==> src/rtl/print_arbiter_pkg.sv <==
// Shared types for the UART print-path arbiter: FSM states and print type encoding.
package print_arb_pkg;

  typedef enum logic [2:0] {
    IDLE,
    SETUP,
    ISSUE,
    DONE,
    RELEASE
  } state_e;

  localparam logic TYPE_BYTE = 1'b0;
  localparam logic TYPE_WORD = 1'b1;

endpackage

==> src/rtl/print_arbiter_rr_picker.sv <==
// Combinational round-robin picker: first set request at or after ptr, modulo NREQ.
module rr_picker #(
  parameter int NREQ = 4,
  parameter int IW   = $clog2(NREQ)
) (
  input  logic [NREQ-1:0] req,
  input  logic [IW-1:0]   ptr,
  output logic            any,
  output logic [IW-1:0]   idx
);

  localparam logic [IW:0] NREQ_W = (IW+1)'(NREQ);

  logic [NREQ-1:0] rot;
  logic [IW-1:0]   off;
  logic [IW:0]     sum;

  // Doubling the vector makes the right shift a rotation by ptr.
  assign rot = NREQ'({req, req} >> ptr);
  assign any = |req;

  always_comb begin
    off = '0;
    for (int i = NREQ - 1; i >= 0; i--) begin
      if (rot[i]) off = IW'(i);
    end
  end

  always_comb begin
    sum = {1'b0, ptr} + {1'b0, off};
    if (sum >= NREQ_W) sum = sum - NREQ_W;
    idx = sum[IW-1:0];
  end

endmodule

==> src/rtl/print_arbiter.sv <==
// Round-robin arbiter sharing the UART print engine between NREQ requesters,
// with a clean req_tx rising edge per grant and an ISSUE-state watchdog.
module print_arbiter
  import print_arb_pkg::*;
#(
  parameter int NREQ    = 4,
  parameter int TIMEOUT = 65535,
  parameter int IW      = $clog2(NREQ)
) (
  input  logic               clk,
  input  logic               rstn,
  input  logic [NREQ-1:0]    req_i,
  input  logic [NREQ-1:0]    type_i,
  input  logic [32*NREQ-1:0] data_i,
  output logic [NREQ-1:0]    ack_o,
  output logic               err_o,
  output logic               busy_o,
  output logic [IW-1:0]      grant_o,
  output logic               req_tx,
  output logic               type_tx,
  output logic [31:0]        dout_tx,
  input  logic               ack_tx
);

  localparam int          WW      = $clog2(TIMEOUT + 1);
  localparam logic [WW-1:0] WD_LAST = WW'(TIMEOUT - 1);

  state_e               state, nxt;
  logic [IW-1:0]        ptr;
  logic [WW-1:0]        wd;
  logic                 abort;
  logic                 pick_any;
  logic [IW-1:0]        pick_idx;
  logic [NREQ-1:0][31:0] data_v;

  assign data_v = data_i;

  rr_picker #(.NREQ(NREQ), .IW(IW)) u_pick (
    .req (req_i),
    .ptr (ptr),
    .any (pick_any),
    .idx (pick_idx)
  );

  always_comb begin
    nxt    = state;
    req_tx = 1'b0;
    ack_o  = '0;
    err_o  = 1'b0;
    busy_o = (state != IDLE);
    case (state)
      IDLE:    if (pick_any) nxt = SETUP;
      SETUP:   nxt = ISSUE;
      ISSUE: begin
        req_tx = 1'b1;
        if (ack_tx || wd == WD_LAST) nxt = DONE;
      end
      DONE: begin
        ack_o = NREQ'(1) << grant_o;
        err_o = abort;
        nxt   = RELEASE;
      end
      RELEASE: if (!ack_tx) nxt = IDLE;
      default: nxt = IDLE;
    endcase
  end

  always_ff @(posedge clk or negedge rstn) begin
    if (!rstn) begin
      state   <= IDLE;
      ptr     <= '0;
      wd      <= '0;
      abort   <= 1'b0;
      grant_o <= '0;
      dout_tx <= '0;
      type_tx <= TYPE_BYTE;
    end else begin
      state <= nxt;
      case (state)
        IDLE: if (pick_any) begin
          grant_o <= pick_idx;
          dout_tx <= data_v[pick_idx];
          type_tx <= type_i[pick_idx];
        end
        ISSUE: begin
          // Saturating: never wraps even if TIMEOUT is a power of two minus one.
          if (wd != '1) wd <= wd + 1'b1;
          if (!ack_tx && wd == WD_LAST) abort <= 1'b1;
        end
        DONE: begin
          ptr   <= (grant_o == IW'(NREQ - 1)) ? '0 : grant_o + 1'b1;
          wd    <= '0;
          abort <= 1'b0;
        end
        default: ;
      endcase
    end
  end

endmodule

==> config.mk <==
export PLATFORM = sky130hd
export DESIGN_NAME = print_arbiter
export DESIGN_NICKNAME = d
export VERILOG_FILES = /design/src/rtl/print_arbiter_pkg.sv /design/src/rtl/print_arbiter_rr_picker.sv /design/src/rtl/print_arbiter.sv
export SDC_FILE = /design/constraint.sdc
export NUM_CORES = 1
export LEC_CHECK = 0
export ABC_CLOCK_PERIOD_IN_PS = 7900
export BUFFER_PORTS_ARGS = -buffer_cell sky130_fd_sc_hd__buf_2
export CORE_ASPECT_RATIO = 2
export CORE_MARGIN = 4
export CORE_UTILIZATION = 50
export CTS_BUF_LIST = sky130_fd_sc_hd__clkbuf_8 sky130_fd_sc_hd__clkbuf_16
export CTS_CLUSTER_DIAMETER = 50
export DETAILED_ROUTE_END_ITERATION = 7
export PLACE_DENSITY = 0.85
export SLEW_MARGIN = 0
export SYNTH_ARGS = -nofsm -noshare
export SYNTH_HDL_FRONTEND = slang
export SYNTH_HIERARCHICAL = 1
export SYNTH_SLANG_ARGS = --single-unit
==> constraint.sdc <==
create_clock -name clk -period 7.9 [get_ports clk]
set_input_delay 1.185 -clock clk [delete_from_list [all_inputs] [get_ports clk]]
set_output_delay 1.185 -clock clk [all_outputs]
set_load 0.05 [all_outputs]
# == After elaboration in Yosys (flattened, before gate mapping) ==
# Cells that the tools add are included.
# word_totals
inputBits,139
output_inout_bits,42
register_bits,57
word_cells,59
# op_classes
eq_ne,12
n_shift,2
n_lt_le_gt_ge,2
n_reduce_logical,11
mux,21
add_sub_neg,4
# op_table
cell,n
$bmux 32 s2,1
$mux 32,1
$pmux 16 s2,1
$add 16x1->16 const B,1
$eq 16x16->1 const B,1
$mux 16,1
$ne 16x16->1 const B,1
$pmux 3 s5,1
$mux 2,6
$ne 2x2->1 const B,5
$mux 3,3
$shr 8x2->4,1
$eq 3x2->1 const B,2
$reduce_and 2->1,3
$mux 1,4
$mux 4,1
$reduce_or 4->1,1
$shl 1x2->4 const A,1
$add 2x2->3,1
$eq 3x1->1 const B,1
$eq 3x3->1 const B,1
$ge 3x3->1 const B,1
$logic_not 3->1,1
$lt 2x3->1 const B,1
11 further kinds,11

# == Logic depth before layout (Yosys ltp) ==
# depth
depth_word,10
mapped_depth,12

# == Modules after synthesis ==
# Netlist, hierarchy kept.
# by_module_without_submodules
mod,area_per_inst_um2,instances,seq_area_each_um2,cells_each
print_arbiter,3400.8,1,1426.4,257
rr_picker,178.9,1,0.0,27

# == Worst setup path before layout ==
# OpenSTA, ideal clock, no wires.
# synth_path
path_kind,in2reg
startpoint,input req_i[0]
endpoint,register dout_tx[19]
slack_ns,4.423
t_required_ns,7.775
path_stages,9
arrival_ns,3.352
cell_sequence,nor2_1 -> nor3_1 -> a21oi_1 -> o211ai_1 -> ha_1 -> buf_2 -> buf_1 -> mux4_2 -> mux2_2
# synth_between
elab_chain_len,10
# synth_lines
item,line_no,text
"start, declared",print_arbiter.sv:12,"input logic [NREQ-1:0] req_i,"
$shr 8x2->4 *,print_arbiter_rr_picker.sv:19,"assign rot = NREQ'({req, req} >> ptr);"
$mux 2 (3 in a row),print_arbiter_rr_picker.sv:25,if (rot[i]) off = IW'(i);
$mux 2 *,print_arbiter_rr_picker.sv:25,
$add 2x2->3 *,print_arbiter_rr_picker.sv:30,"sum = {1'b0, ptr} + {1'b0, off};"
$ge 3x3->1 / $sub 2x1->2 (equally long branches),print_arbiter_rr_picker.sv:31,if (sum >= NREQ_W) sum = sum - NREQ_W;
$mux 2 *,print_arbiter_rr_picker.sv:31,
named net pick_idx[0],print_arbiter.sv:33,logic [IW-1:0] pick_idx;
$bmux 32 s2 *,print_arbiter.sv:82,dout_tx <= data_v[pick_idx];
$mux 32 (implied by the code) *,print_arbiter.sv:82,
"end signal, assigned",print_arbiter.sv:82,
"end, declared",print_arbiter.sv:21,"output logic [31:0] dout_tx,"
# Mark *: on every way through the listed nets, which the timed path passes. The rest lies on a longest branch. The select of a mux whose other input is x is not followed.
# A chain may end at the register's enable or synchronous reset.

# == Final worst setup path ==
# layout_path
startpoint,input req_i[0]
endpoint,register dout_tx[6]
# The elaborated chain is that of the path after synthesis.

==> flow_summary_export.csv <==
group,metric,value,unit
run_status,outcome,"finished, final reports clean",
yosys,ys_ff_latch,57,
cells_and_area,diodes,0,
worst_setup_path,slowest_stage,"ha_2",
sta,finalSetupTns,0,ns
global_route,grtUsageTotal,0.253,
die,die_x,67.8,um
worst_setup_path,worstSetupPathType,"primary input to register",
clocking,holdBufCountCts,0,
yosys,yosysSeqAreaShare,0.398,
die,ios,181,
sta,max_freq,272,MHz
global_route,antenna_found_initial,0,
worst_setup_path,rr_endpoint,"dout_tx[6]",
sta,layout_min_cycle_time,3.67,ns
worst_setup_path,arrival,3.88,ns
yosys,ys_warn_count,6,
yosys,synth_edf_count,0,
clocking,cts_tree,"built",
worst_setup_path,critPathBufInv,1,
route,highest_layer,"met4",
route,drtIter0Drc,191,
route,vias,3173,
die,die_area,8660,um2
route,dr_wl_met3,705,um
yosys,synth_flop_cell,"dfrtp_1",
sta,clock_skew,0.00663,ns
place,dp_hpwl,7.99,mm
clocking,cts.sinks,57,
power,power.density,461,nW/um2
yosys,ys_types,49,
worst_setup_path,start_kind,"primary input",
worst_hold_path,hold_start,"abort",
route,dr.pass1.iters,4,
route,wl,10.1,mm
yosys,async_flop_share,1.00,
global_route,grt_max_degree,58,
worst_setup_path,max_stage_delay,1.09,ns
die,core,6940,um2
power,ir_drop,305,uV
cells_and_area,finalInstanceArea,4800,um2
sta,worst_pin_slew,1.12,ns
clocking,clock_latency,0.33,ns
sta,setup_viol,0,
place,place_congestion,0.946,
die,die-height,128,um
sta,slew_violations,0,
worst_setup_path,critical_path.top_delay_family,"adder cells",
worst_hold_path,hold_end,"abort",
sta,fin_hold_ws,0.487,ns
cells_and_area,synthToLayoutAreaGrowth,34.2,%
worst_hold_path,worstHoldPathCells,2,
clocking,cts-buffers-inserted,9,
worst_setup_path,path_cells,"buf_2, nor2_1, nor3_1, a21oi_1, o211ai_1, ha_2, mux4_2, mux2_2",
worst_setup_path,rrSetupSlack,4.74,ns
sta,slew_headroom,0.256,
cells_and_area,drive_gt1_frac,0.591,
die,rows,43,
yosys,synth_cells,284,
clocking,cts_root_buf,"clkbuf_16",
route,wl_per_cell,18.2,um
run,max_cap_viol_count,0,
route,drc,0,
route,dr_wl_met2,5.72,mm
place,dpl.cell_count,539,
clocking,clk_pin_slew,0.05,ns
worst_setup_path,crit_cells,8,
global_route,gr-total-overflow,0,
worst_setup_path,r2r-start,"ptr[0]",
sta,grt_setup_unrepaired,"no",
global_route,grt_pass1_wl,16.2,mm
yosys,syn_area,3580,um2
worst_setup_path,cp_max_fo,34,
yosys,synth_fp_nets,430,
cells_and_area,seq_area,1430,um2
cells_and_area,multi_input_comb_area,2040,um2
cells_and_area,fillers,539,
yosys,avgSynthCellArea,12.6,um2
clocking,cts_resized,0,
power,power,0.00221,W
place,postPlaceCellArea,4530,um2
route,vias_per_cell,5.72,
clocking,htree_levels,3,
power,p_leak,2.25,nW
route,met1_length,3.35,mm
route,drtAntennaViolNets,0,
worst_setup_path,end_kind,"register",
place,port_buffers,180,
clocking,post_cts_buffers,0,
die,start_util,0.516,
clocking,cts.path.max_buffers,2,
global_route,first_global_vias,3465,
sta,hold_viol_final,0,
worst_setup_path,r2r_cells,7,
worst_setup_path,worstPathRequired,8.10,ns
sta,layout_worst_path_cycle_share,0.465,
cells_and_area,instances_no_fill,555,
worst_hold_path,hold_path.class,"register to register",
cells_and_area,fin_nets,606,
tightest hold or removal path, cell delays in order (launching register included):
cell and delay (ns):
dfrtp_1 0.34, nand2_1 0.05, o31ai_1 0.05
flip-flops by register name, summed over array words and instances (netlist names):
| name | cells |
|---|---|
| type_tx | 1 |
| dout_tx | 32 |
| ptr | 2 |
| abort | 1 |
| wd | 16 |
| state | 3 |
| grant_o | 2 |
kinds of logic after synthesis:
family,after synthesis,share of synthesized area
adder cells (fa/ha/maj),7,0.0245
flip-flops,57,0.398
AND/OR/NAND/NOR,85,0.140
XOR/XNOR,3,0.00734
buffers and inverters,26,0.0360
multiplexers,73,0.331
AO/OA/AOI/OAI,33,0.0626
cells in the final DEF (no fill, tap or decap), types with 5 or more instances in the layout:
cell type	n
nand3_1	6
nand2_1	21
mux2i_1	7
o31ai_1	7
mux2_2	33
nor4_1	5
nor2_1	10
a21oi_1	6
buf_2	180
and2_1	5
o21ai_0	7
mux4_2	33
nand4_1	5
ha_1	6
clkbuf_16	9
nor3_1	7
inv_1	11
dfrtp_1	57
area by class of cell:
cell class | instances | area share
timing repair buffer | 182 | 0.191
tap | 90 | 0.0234
clock inverter | 5 | 0.00469
inverter | 9 | 0.00703
multi-input combinational | 201 | 0.425
clock buffer | 11 | 0.0526
sequential | 57 | 0.297
per-stage QoR:
step	worst slack [ns]	util
6_report	4.23	0.692
3_5_place_dp	3.85	0.652
5_1_grt	3.90	0.692
2_1_floorplan	4.42	-
3_3_place_gp	3.96	0.652
4_1_cts	4.19	0.692
routing by layer:
metal  global-route usage  vias to the layer above
li1                     -                     1455
met1                0.270                     1553
met2                0.449                      143
met3               0.0640                       22
met4                0.120                        0
met5                    0                        -
Yosys cell counts (all sizes together) (5+ instances only):
cell	count	area (um2)
mux2	33	372
o31ai	7	52.6
a21oi	6	30.0
and2	5	31.3
mux4	33	743
nand4	7	65.1
nor3	7	35.0
nor2	11	43.8
dfrtp	57	1430
mux2i	7	70.1
nor4	5	31.3
nand3	6	30.0
buf	10	68.8
ha	7	87.6
clkbuf	7	26.3
o21ai	7	35.0
nand2	21	78.8
inv	9	33.8
worst max path at each step:
stage	slack, ns	to	start
floorplan	4.42	dout_tx[19]	req_i[0]
global placement	3.96	dout_tx[6]	req_i[0]
detailed placement	3.85	dout_tx[6]	req_i[0]
CTS	4.19	dout_tx[6]	req_i[0]
global route	3.90	dout_tx[6]	req_i[3]
finish	4.23	dout_tx[6]	req_i[0]
power by group:
| group | internal (W) | leakage, nW | switching (W) |
|---|---|---|---|
| logic | 0.000582 | 1.39 | 0.000784 |
| clock network | 0.000224 | 0.148 | 0.000127 |
| registers | 0.000411 | 0.707 | 0.0000864 |
Power figures use the tool's default switching activity.
